`src/rtl/axilite_pkg.sv`:
```
`default_nettype none
// ============================================================================
// Module      : axilite_pkg
// Description : Shared FSM state type and AXI response codes for the
//               AXI-Lite request arbiter.
// Revision    : 1.0 - initial release
// ============================================================================
package axilite_pkg;

    typedef enum logic [1:0] {
        IDLE     = 2'd0,
        ISSUE    = 2'd1,
        WAIT_RSP = 2'd2
    } arb_state_t;

    localparam logic [1:0] RESP_OKAY   = 2'b00;
    localparam logic [1:0] RESP_SLVERR = 2'b10;
    localparam logic [1:0] RESP_DECERR = 2'b11;

endpackage
`default_nettype wire

```
`src/rtl/rr_arbiter.sv`:
```
`default_nettype none
// ============================================================================
// Module      : rr_arbiter
// Description : Combinational rotating-priority pick; the search starts one
//               past the previous winner and wraps.
// Revision    : 1.0 - initial release
// ============================================================================
module rr_arbiter #(
    parameter int NUM_REQ = 4,
    parameter int IDX_W   = $clog2(NUM_REQ)
) (
    input  logic [NUM_REQ-1:0] req_i,
    input  logic [IDX_W-1:0]   last_grant_i,
    output logic [NUM_REQ-1:0] grant_onehot_o,
    output logic [IDX_W-1:0]   grant_idx_o
);

    logic [IDX_W:0] cand;
    logic           found;

    always_comb begin
        grant_onehot_o = '0;
        grant_idx_o    = '0;
        found          = 1'b0;
        cand           = '0;
        // One extra bit holds last_grant + i before the modulo wrap.
        for (int i = 1; i <= NUM_REQ; i++) begin
            cand = {1'b0, last_grant_i} + (IDX_W+1)'(i);
            if (cand >= (IDX_W+1)'(NUM_REQ)) begin
                cand = cand - (IDX_W+1)'(NUM_REQ);
            end
            if (!found && req_i[cand[IDX_W-1:0]]) begin
                found                             = 1'b1;
                grant_idx_o                       = cand[IDX_W-1:0];
                grant_onehot_o[cand[IDX_W-1:0]]   = 1'b1;
            end
        end
    end

endmodule
`default_nettype wire

```
`src/rtl/axilite_req_arbiter.sv`:
```
`default_nettype none
// ============================================================================
// Module      : axilite_req_arbiter
// Description : Round-robin sharing of one AXI-Lite command port among
//               NUM_REQ requesters, one transaction in flight at a time.
// Revision    : 1.0 - initial release
// ============================================================================
module axilite_req_arbiter
    import axilite_pkg::*;
#(
    parameter int NUM_REQ        = 4,
    parameter int AXI_ADDR_WIDTH = 32,
    parameter int AXI_DATA_WIDTH = 32,
    parameter int TIMEOUT        = 1024
) (
    input  logic                               ACLK,
    input  logic                               ARESET,
    input  logic [NUM_REQ-1:0]                 s_req_valid,
    output logic [NUM_REQ-1:0]                 s_req_ready,
    input  logic [NUM_REQ-1:0]                 s_req_write,
    input  logic [NUM_REQ*AXI_ADDR_WIDTH-1:0]  s_req_addr,
    input  logic [NUM_REQ*AXI_DATA_WIDTH-1:0]  s_req_wdata,
    input  logic [NUM_REQ*AXI_DATA_WIDTH/8-1:0] s_req_wstrb,
    output logic [NUM_REQ-1:0]                 s_rsp_valid,
    output logic [AXI_DATA_WIDTH-1:0]          s_rsp_rdata,
    output logic [1:0]                         s_rsp_resp,
    output logic                               m_cmd_valid,
    input  logic                               m_cmd_ready,
    output logic                               m_cmd_write,
    output logic [AXI_ADDR_WIDTH-1:0]          m_cmd_addr,
    output logic [AXI_DATA_WIDTH-1:0]          m_cmd_wdata,
    output logic [AXI_DATA_WIDTH/8-1:0]        m_cmd_wstrb,
    input  logic                               m_rsp_valid,
    output logic                               m_rsp_ready,
    input  logic [AXI_DATA_WIDTH-1:0]          m_rsp_rdata,
    input  logic [1:0]                         m_rsp_resp
);

    localparam int STRB_W = AXI_DATA_WIDTH / 8;
    localparam int IDX_W  = $clog2(NUM_REQ);
    localparam int CNT_W  = (TIMEOUT > 0) ? $clog2(TIMEOUT + 1) : 1;
    localparam logic [CNT_W-1:0] CNT_LAST = CNT_W'((TIMEOUT > 0) ? TIMEOUT - 1 : 0);

    arb_state_t                state_q, state_d;
    logic [IDX_W-1:0]          grant_q, grant_d;
    logic [IDX_W-1:0]          last_grant_q, last_grant_d;
    logic [CNT_W-1:0]          cnt_q, cnt_d;
    logic                      cmd_write_q, cmd_write_d;
    logic [AXI_ADDR_WIDTH-1:0] cmd_addr_q, cmd_addr_d;
    logic [AXI_DATA_WIDTH-1:0] cmd_wdata_q, cmd_wdata_d;
    logic [STRB_W-1:0]         cmd_wstrb_q, cmd_wstrb_d;
    logic [NUM_REQ-1:0]        rsp_valid_q, rsp_valid_d;
    logic [AXI_DATA_WIDTH-1:0] rsp_rdata_q, rsp_rdata_d;
    logic [1:0]                rsp_resp_q, rsp_resp_d;

    logic [NUM_REQ-1:0]        w_arb_onehot;
    logic [IDX_W-1:0]          w_arb_idx;
    logic                      w_expired;

    rr_arbiter #(
        .NUM_REQ (NUM_REQ),
        .IDX_W   (IDX_W)
    ) u_rr_arbiter (
        .req_i          (s_req_valid),
        .last_grant_i   (last_grant_q),
        .grant_onehot_o (w_arb_onehot),
        .grant_idx_o    (w_arb_idx)
    );

    // A zero TIMEOUT disables expiry entirely.
    assign w_expired = (TIMEOUT > 0) && (cnt_q == CNT_LAST);

    assign s_req_ready = (state_q == IDLE) ? w_arb_onehot : '0;
    assign m_cmd_valid = (state_q == ISSUE);
    assign m_rsp_ready = (state_q == WAIT_RSP);
    assign m_cmd_write = cmd_write_q;
    assign m_cmd_addr  = cmd_addr_q;
    assign m_cmd_wdata = cmd_wdata_q;
    assign m_cmd_wstrb = cmd_wstrb_q;
    assign s_rsp_valid = rsp_valid_q;
    assign s_rsp_rdata = rsp_rdata_q;
    assign s_rsp_resp  = rsp_resp_q;

    always_ff @(posedge ACLK) begin
        if (ARESET) begin
            state_q      <= IDLE;
            grant_q      <= '0;
            last_grant_q <= IDX_W'(NUM_REQ - 1);
            cnt_q        <= '0;
            cmd_write_q  <= 1'b0;
            cmd_addr_q   <= '0;
            cmd_wdata_q  <= '0;
            cmd_wstrb_q  <= '0;
            rsp_valid_q  <= '0;
            rsp_rdata_q  <= '0;
            rsp_resp_q   <= RESP_OKAY;
        end else begin
            state_q      <= state_d;
            grant_q      <= grant_d;
            last_grant_q <= last_grant_d;
            cnt_q        <= cnt_d;
            cmd_write_q  <= cmd_write_d;
            cmd_addr_q   <= cmd_addr_d;
            cmd_wdata_q  <= cmd_wdata_d;
            cmd_wstrb_q  <= cmd_wstrb_d;
            rsp_valid_q  <= rsp_valid_d;
            rsp_rdata_q  <= rsp_rdata_d;
            rsp_resp_q   <= rsp_resp_d;
        end
    end

    always_comb begin
        state_d      = state_q;
        grant_d      = grant_q;
        last_grant_d = last_grant_q;
        cnt_d        = cnt_q;
        cmd_write_d  = cmd_write_q;
        cmd_addr_d   = cmd_addr_q;
        cmd_wdata_d  = cmd_wdata_q;
        cmd_wstrb_d  = cmd_wstrb_q;
        rsp_valid_d  = '0;
        rsp_rdata_d  = rsp_rdata_q;
        rsp_resp_d   = rsp_resp_q;

        case (state_q)
            IDLE: begin
                if (|(s_req_valid & w_arb_onehot)) begin
                    grant_d     = w_arb_idx;
                    cmd_write_d = s_req_write[w_arb_idx];
                    cmd_addr_d  = s_req_addr[int'(w_arb_idx)*AXI_ADDR_WIDTH +: AXI_ADDR_WIDTH];
                    cmd_wdata_d = s_req_wdata[int'(w_arb_idx)*AXI_DATA_WIDTH +: AXI_DATA_WIDTH];
                    cmd_wstrb_d = s_req_wstrb[int'(w_arb_idx)*STRB_W +: STRB_W];
                    state_d     = ISSUE;
                end
            end
            ISSUE: begin
                if (m_cmd_ready) begin
                    cnt_d   = '0;
                    state_d = WAIT_RSP;
                end
            end
            WAIT_RSP: begin
                cnt_d = cnt_q + CNT_W'(1);
                // A real response takes priority over a coincident expiry.
                if (m_rsp_valid) begin
                    rsp_valid_d[grant_q] = 1'b1;
                    rsp_rdata_d          = m_rsp_rdata;
                    rsp_resp_d           = m_rsp_resp;
                    last_grant_d         = grant_q;
                    state_d              = IDLE;
                end else if (w_expired) begin
                    rsp_valid_d[grant_q] = 1'b1;
                    rsp_rdata_d          = '0;
                    rsp_resp_d           = RESP_DECERR;
                    last_grant_d         = grant_q;
                    state_d              = IDLE;
                end
            end
            default: begin
                state_d = IDLE;
            end
        endcase
    end

endmodule
`default_nettype wire

```
`config.mk`:
```
export PLATFORM = sky130hd
export DESIGN_NAME = axilite_req_arbiter
export DESIGN_NICKNAME = d
export VERILOG_FILES = /design/src/rtl/axilite_pkg.sv /design/src/rtl/rr_arbiter.sv /design/src/rtl/axilite_req_arbiter.sv
export SDC_FILE = /design/constraint.sdc
export NUM_CORES = 1
export LEC_CHECK = 0
export CORE_ASPECT_RATIO = 0.6
export CORE_MARGIN = 10
export CORE_UTILIZATION = 45
export DETAILED_ROUTE_END_ITERATION = 6
export GPL_TIMING_DRIVEN = 0
export MAX_ROUTING_LAYER = met4
export PLACE_DENSITY = 0.88
export SYNTH_ARGS = -nofsm -noshare
export SYNTH_HDL_FRONTEND = slang
export SYNTH_SLANG_ARGS = --single-unit
```
`constraint.sdc`:
```
create_clock -name ACLK -period 5.3 [get_ports ACLK]
set_input_delay 1.325 -clock ACLK [delete_from_list [all_inputs] [get_ports ACLK]]
set_output_delay 1.325 -clock ACLK [all_outputs]
set_load 0.01 [all_outputs]
```
* Yosys cells after proc, flatten, opt, wreduce, memory -nomap -nowiden
Index checks and enable logic that the tools add are counted.
Storage, ports and cells: flip-flop bits (word level) 124, latch bits 0, bits in writable memories 0, ROM bits 0, input bits 318, output and inout bits 113, logic and storage cells 120, memories kept 0
Cells by class: add/subtract/negate cells 9, $mul 0, div/mod/pow operators 0, order comparisons 15, equal/unequal tests 6, shifts and indexed selects 3, muxes and demuxes 51, bitwise operators 5, reduce and logical (&&, ||, !) cells 20
Operators by type and width (count):
- variable part select 128 x 8 -> 32 bit | 2
- two-way mux 32 bit | 2
- two-way mux 2 bit | 16
- two-way mux 4 bit | 7
- one-hot mux 11 bit (2 select lines) | 1
- < comparator 2 x 3 -> 1 bit, second input constant | 6
- variable part select 16 x 5 -> 4 bit | 1
- two-way mux 1 bit | 13
- >= comparator 3 bit, second input constant | 4
- OR 4 bit | 3
- adder 11 x 1 -> 11 bit, second input constant | 1
- equality test 11 x 10 -> 1 bit, second input constant | 1
- two-way mux 11 bit | 1
- binary-select mux 1 bit (select 2 bit) | 5
- demux 1 bit (select 2 bit) | 5
- >= comparator 2 x 1 -> 1 bit, second input constant | 5
- logical AND 1 bit | 8
- subtractor 2 x 1 -> 2 bit, second input constant | 4
- adder 2 x 2 -> 3 bit, second input constant | 2
- one-hot mux 2 bit (3 select lines) | 1
- AND reduction 2 bit | 3
- bitwise AND 4 bit | 1
- inequality test 2 x 1 -> 1 bit, second input constant | 2
- nonzero test 2 bit | 2
- 11 further kinds | 13

* Longest topological paths before layout
Gate-level depths: netlist of the first run.
depth in word-level cells 19, mapped depth 14, mapped depth without buffers 8

* Cells and area by module
From an unflattened synthesis of the first run, not the netlist that was laid out.
Second synthesis, totals: cell total of the unflattened synthesis 635, area total of the unflattened synthesis 6490.0 µm²
By module, submodules not included:
- axilite_req_arbiter | instances 1, cells an instance 576, area each 5999.5 µm², sequential area each 2482.4 µm²
- rr_arbiter | instances 1, cells an instance 59, area each 490.5 µm², sequential area each 0.0 µm²

* Worst setup path before layout of the first run
No wires, ideal clock.
kind in2out, start point input port s_req_valid[2], end point output port s_req_ready[3], arrival 2841 ps, required time 3975 ps, slack 1134 ps, cell stages on the path 7, buffers on the path 2, cell sequence buf_2 or3b_2 a21boi_1 buf_2 o21ai_0 and4_1 nor3_1
On the way: word-level cells in the longest chain between the ends 13, elaborated cells between the ends (all ways) 25, those cells by class mux: 16; bitwise: 3; reduce/logical: 6
Ends and longest elaborated chain:
- start, declared | RTL line axilite_req_arbiter.sv:18 | input logic [NUM_REQ-1:0] s_req_valid,
- binary-select mux 1 bit (select 2 bit) | RTL line rr_arbiter.sv:32 | if (!found && req_i[cand[IDX_W-1:0]]) begin
- two-way mux 1 bit (implied by the code) | RTL line rr_arbiter.sv:32
- two-way mux 1 bit | RTL line rr_arbiter.sv:32
- zero test 1 bit | RTL line rr_arbiter.sv:32
- logical AND 1 bit | RTL line rr_arbiter.sv:32
- two-way mux 1 bit | RTL line rr_arbiter.sv:32
- zero test 1 bit | RTL line rr_arbiter.sv:32
- logical AND 1 bit | RTL line rr_arbiter.sv:32
- two-way mux 1 bit | RTL line rr_arbiter.sv:32
- zero test 1 bit | RTL line rr_arbiter.sv:32
- logical AND 1 bit | RTL line rr_arbiter.sv:32
- two-way mux 4 bit * | RTL line rr_arbiter.sv:32
- two-way mux 4 bit * | RTL line axilite_req_arbiter.sv:73 | assign s_req_ready = (state_q == IDLE) ? w_arb_onehot : '0;
- end, declared | RTL line axilite_req_arbiter.sv:19 | output logic [NUM_REQ-1:0] s_req_ready,
Mark *: on every way between the ends. The rest lies on a longest branch, timed or not. The select of a mux whose other input is x is not followed.

* Final worst setup path of the first run
Ends and elaborated chain as after synthesis.

==> results.ini, run 1 <==
[worst_setup_path]
crit_path_end_kind=primary output
max_stage_delay_ps=540
worstReg2RegEnd=m_cmd_addr[29]
cp-endpoint=s_req_ready[3]
regToRegSetupSlack_ps=750
crit_chain=clkdlybuf4s50_1 > buf_4 > or3b_2 > a21boi_2 > buf_6 > o21ai_0 > and4_1 > nor3_1 > dlygate4sd2_1
cp_slowest_cell=clkdlybuf4s50_1
setup.worst_path.start=s_req_valid[2]
r2r_cells=12
worstPathMaxFanout=10
path_class=in -> out
worst_ep_arrival_time_ps=3790
rr_startpoint=last_grant_q[0]
start_kind=input port
cp.required_ps=3970

[synth]
synth_seq_area_share=0.280
yosysWarnings=0
synthFlopType=dfxtp_1
ys_ff_latch=124
synthArstFlopShare=0
synth_area_leaders=dfxtp_1 (28%), o211ai_2 (9.7%), mux2_2 (8.8%), mux2i_1 (8.3%), o2111ai_1 (6.8%)
avgSynthCellArea_um2=9.14
synth_most_common_cell=dfxtp_1
synth_top_cells_by_count=dfxtp_1 (124), clkbuf_1 (98), nand2_1 (89)
syn-num-nets=1298
syn-cell-area_um2=8880
synthCells=971
synth_top_area_cell=dfxtp_1
synth-edff-count=0
synth.distinct_cells=58
synth_top_area_frac=0.280

[sta]
finalCritPeriodShare=0.964
clock_skew_ps=7.30
holdWs_ps=461
period_needed_ps=5110
rsz0062_at_grt=no
slew_headroom=0.0280
tightest_slew_ps=1450
layout_setup_ws_ps=189
hold_viol_final=0
max_freq_ghz=0.196
setup_viol=0
tns_ps=0
slew_violations=0

[clocking]
cts_tree=built
cts_sinks=124
cts_max_level=4
cts_root_buf=clkbuf_16
clkTransAtPathRegs_ps=60
cts-hold-fix-buffers=0
clk_latency_ps=430
numCtsBuffers=17
clock_path_buffers=2

[global_routing]
grt_most_used_layer=met2
track_usage=0.326
use_met1=0.393
antenna_found_initial=8
grt_max_degree=17
first_global_vias=10600
grt_pass1_wl_um=64600
use_met2=0.511
use_met3=0.0875
gr-total-overflow=0

[pwr]
p_int_mw=2.58
leakagePower_nw=5.19
clkPwrFrac=0.332
p_per_area_nw_per_um2=267
p_comb_frac=0.377
seqPwrFrac=0.291
peakVddDrop_mv=0.268
switching_share=0.320
finalPower_mw=3.79
p_switching_mw=1.21

[placement]
dp_hpwl_um=34100
gp_congestion=0.975
place_ws_ps=-286
port_buffers=428
place_area_um2=13500
dpl.cell_count=1665

[detailed_routing]
drc_errors=0
via_count=10600
dr.first_iter.drc_count=845
via_per_inst=6.24
ant_nets=0
first_pass_iters=7
wl_um=43600
wl_per_cell_um=25.6

[die]
ios=431
dieWidth_um=201
start_util=0.463
core_um2=19200
die_y_um=129
die-area_um2=25900
core.rowCount=39

[layout]
fillerInstances=1430
fin_cells=1706
fin_area_um2=14200
layout.nets=1746
multiInputGateArea_um2=5720
area_delta_synth_final_pct=59.6
utilization=0.739
drive_gt1_frac=0.157
seq_area_um2=2480

[status]
status=finished, final reports clean

[flow_run]
maxCapViolations=0

[hold_path]
hold_path.class=reg -> reg
hold_depth=2

[critical path, delay by kind of cell]
kind | cells | cell delay [ps]
simple gates | 3 | 830
compound gates | 2 | 370
buf+inv | 4 | 1240
[how the worst min path moves through the flow]
stage / end / slack (ps) / from
2_1_floorplan: cnt_q[9] / 440 / cnt_q[9]
3_3_place_gp: m_cmd_addr[2] / 450 / m_cmd_addr[2]
3_5_place_dp: m_cmd_wdata[8] / 450 / m_cmd_wdata[8]
4_1_cts: m_cmd_wdata[8] / 460 / m_cmd_wdata[8]
5_1_grt: m_cmd_wdata[8] / 480 / m_cmd_wdata[8]
6_report: m_cmd_wdata[8] / 460 / m_cmd_wdata[8]
[flip-flops by register name (all words and copies together), names as in the netlist]
| signal | count |
|---|---|
| s_rsp_valid | 4 |
| grant_q | 2 |
| m_cmd_write | 1 |
| state_q | 2 |
| last_grant_q | 2 |
| m_cmd_addr | 32 |
| cnt_q | 11 |
| s_rsp_resp | 2 |
| m_cmd_wstrb | 4 |
| m_cmd_wdata | 32 |
| s_rsp_rdata | 32 |
[metal layers]
metal | vias to the layer above | part of all wire
li1 | 4803 | -
met1 | 5129 | 0.42
met2 | 612 | 0.46
met3 | 93 | 0.087
met4 | 0 | 0.033
met5 | - | 0
[cells by family (layout without fill, tap and decap cells)]
| group | after synthesis | in the layout | share of synthesized area |
|---|---|---|---|
| mux | 147 | 147 | 0.179 |
| other cells | 0 | 8 | 0 |
| fa+ha+maj | 9 | 9 | 0.0127 |
| buf+inv | 143 | 604 | 0.0778 |
| flops | 124 | 124 | 0.280 |
| compound gates | 294 | 294 | 0.305 |
| simple gates | 254 | 254 | 0.146 |
[layout by cell type, fill, tap and decap left out, types with 3 or more instances in the layout]
master / instances
nor3_1: 4
ha_1: 9
a311oi_1: 5
dfxtp_1: 124
a21oi_1: 12
a22oi_1: 35
diode_2: 8
o211ai_2: 69
and4_1: 3
o21ai_0: 11
a31oi_1: 3
bufinv_16: 4
mux2i_1: 74
nand4_1: 70
nand2_1: 89
clkbuf_16: 17
nor2_1: 48
buf_4: 4
o211ai_1: 4
clkinv_2: 3
mux2_2: 69
buf_6: 17
clkbuf_1: 101
nor4b_1: 3
or3b_2: 4
clkinvlp_4: 3
o41ai_1: 69
nand3b_1: 4
nand3_1: 8
dlymetal6s2s_1: 3
clkdlybuf4s50_1: 424
buf_2: 18
o2111ai_1: 69
inv_1: 5
[power by group through the flow]
stage               clock network [mW]  logic, mW  registers [mW]
floorplan                            0      0.695            1.15
global placement                     0       1.38            1.11
detailed placement                   0       1.40            1.12
CTS                               1.26       1.41            1.10
global route                      1.30       1.51            1.11
finish                            1.26       1.43            1.10
[repair_timing]
| item | CTS | global route |
|---|---|---|
| setup endpoints to repair | 4 | 3 |
| hold endpoints to repair | 0 | 0 |
| buffers inserted | 0 | 1 |
| pin swaps | 0 | 1 |
| resized for setup | 6 | 5 |
[final cells by class]
type / instances / share of cell area
Multi-Input combinational cell: 704 / 0.403
Timing Repair Buffer: 429 / 0.303
Sequential cell: 124 / 0.175
Buffer: 137 / 0.0480
Clock buffer: 21 / 0.0318
Tap cell: 266 / 0.0235
Clock inverter: 11 / 0.0117
Inverter: 6 / 0.00159
Antenna cell: 8 / 0.00141
Note: power is estimated with default switching activity, not from simulation.
==> inputs of run 2 (changes only) <==
Settings changed: CORE_AREA from default to 2 2 168 170, CORE_ASPECT_RATIO 0.6 to default, CORE_MARGIN 10 to default, CORE_UTILIZATION 45 to default, DIE_AREA from default to 0 0 170 172, DONT_BUFFER_PORTS from default to 1, PLACE_DENSITY 0.88 to default, SKIP_LAST_GASP from default to 1.
==> results.ini, run 2 (synthesis gave the netlist of run 1 again) <==
[layout]
mostFrequentLayoutCells=dfxtp_1 (124), clkbuf_1 (100), nand2_1 (89)
seq_area_um2=2480
fin_area_um2=9900
area_delta_synth_final_pct=11.5
layout.nets=1319
utilization=0.360
fillerInstances=2828
final_common_cell=dfxtp_1
multiInputGateArea_um2=5730
drive_gt1_frac=0.225

[detailed_routing]
ant_nets=0
via_per_inst=6.40
wl_um=34900
via_count=8643
wl_per_cell_um=25.8
dr.first_iter.drc_count=826
drc_errors=0
first_pass_iters=5

[hold_path]
hold_path.class=reg -> reg

[global_routing]
track_usage=0.231
grt_pass1_wl_um=49200
gr-total-overflow=0
first_global_vias=7852
antenna_found_initial=0
grt_max_degree=17

[worst_setup_path]
start_kind=flop
path_class=reg -> out
worstPathMaxFanout=10
cp.required_ps=3970
worst_ep_arrival_time_ps=3660
crit_path_end_kind=primary output

[die]
die_y_um=172
ios=431
die-area_um2=29200
core_um2=27500
core.rowCount=61
dieWidth_um=170
start_util=0.323

[sta]
tightest_slew_ps=1270
rsz0062_at_grt=no
setup_viol=0
clock_skew_ps=8.46
slew_headroom=0.156
slew_violations=0
period_needed_ps=4990
holdWs_ps=474
max_freq_ghz=0.201
hold_viol_final=0
finalCritPeriodShare=0.941

[clocking]
cts_tree=built
cts-hold-fix-buffers=0
clock_path_buffers=2
cts_sinks=124
numCtsBuffers=17
clkTransAtPathRegs_ps=60
clk_latency_ps=420
cts_root_buf=clkbuf_16
cts_max_level=4

[flow_run]
maxCapViolations=0

[placement]
dp_hpwl_um=26000
place_area_um2=9350
port_buffers=0
gp_congestion=0.895

[pwr]
peakVddDrop_mv=0.173
leakagePower_nw=3.48
p_per_area_nw_per_um2=320

[status]
status=finished, final reports clean

[run 2: power by group]
part,internal (mW),switching [mW],total [mW]
Combinational,0.380,0.510,0.890
Clock,0.633,0.475,1.11
Sequential,1.04,0.132,1.17
[run 2: worst paths after layout]
| kind | depth (start not counted) | slack (ps) | start | to |
|---|---|---|---|---|
| worst max register to register | 13 | 1020 | last_grant_q[0] | m_cmd_addr[25] |
| worst min-delay path | 1 | 470 | cnt_q[6] | cnt_q[6] |
| worst min register to register | 1 | 470 | cnt_q[6] | cnt_q[6] |
| worst max-delay path | 9 | 310 | last_grant_q[0] | s_req_ready[0] |
[run 2: layout make-up]
| class | instances | area share |
|---|---|---|
| diodes | 1 | 0.000253 |
| plain buffers | 137 | 0.0675 |
| clock buffers | 22 | 0.0479 |
| clock inverters | 9 | 0.00657 |
| inverters | 6 | 0.00228 |
| multi-input cells | 704 | 0.579 |
| flip-flops and latches | 124 | 0.251 |
| well taps | 346 | 0.0437 |
| repair buffers | 2 | 0.00228 |
[run 2: metal layers]
metal	wire length, um	GRT usage
met2	16400	0.358
met5	0	-
met4	962	0.0855
met3	2970	0.0563
met1	14600	0.292
[run 2: repair_timing]
action | in CTS | in global routing
setup buffers | 0 | 0
endpoints found under the setup margin | 0 | 2
gates resized for setup | 0 | 2
[run 2: per-stage QoR]
step	std cells	worst slack (ps)	power (mW)	setup TNS [ps]
floorplan	971	1130	1.85	0
global placement	1317	-468	2.06	-14390
detailed placement	1319	242	2.07	0
CTS	1350	115	3.19	0
global route	1350	120	3.31	0
finish	1351	313	3.17	0
[run 2: critical path, cell delays in order (launching register included)]
cell      delay, ps
dfxtp_1         420
buf_4           210
buf_2           250
inv_1           150
ha_1            310
buf_2           180
or4b_2          700
nand2_1         170
o211ai_1        140
a311oi_1        710
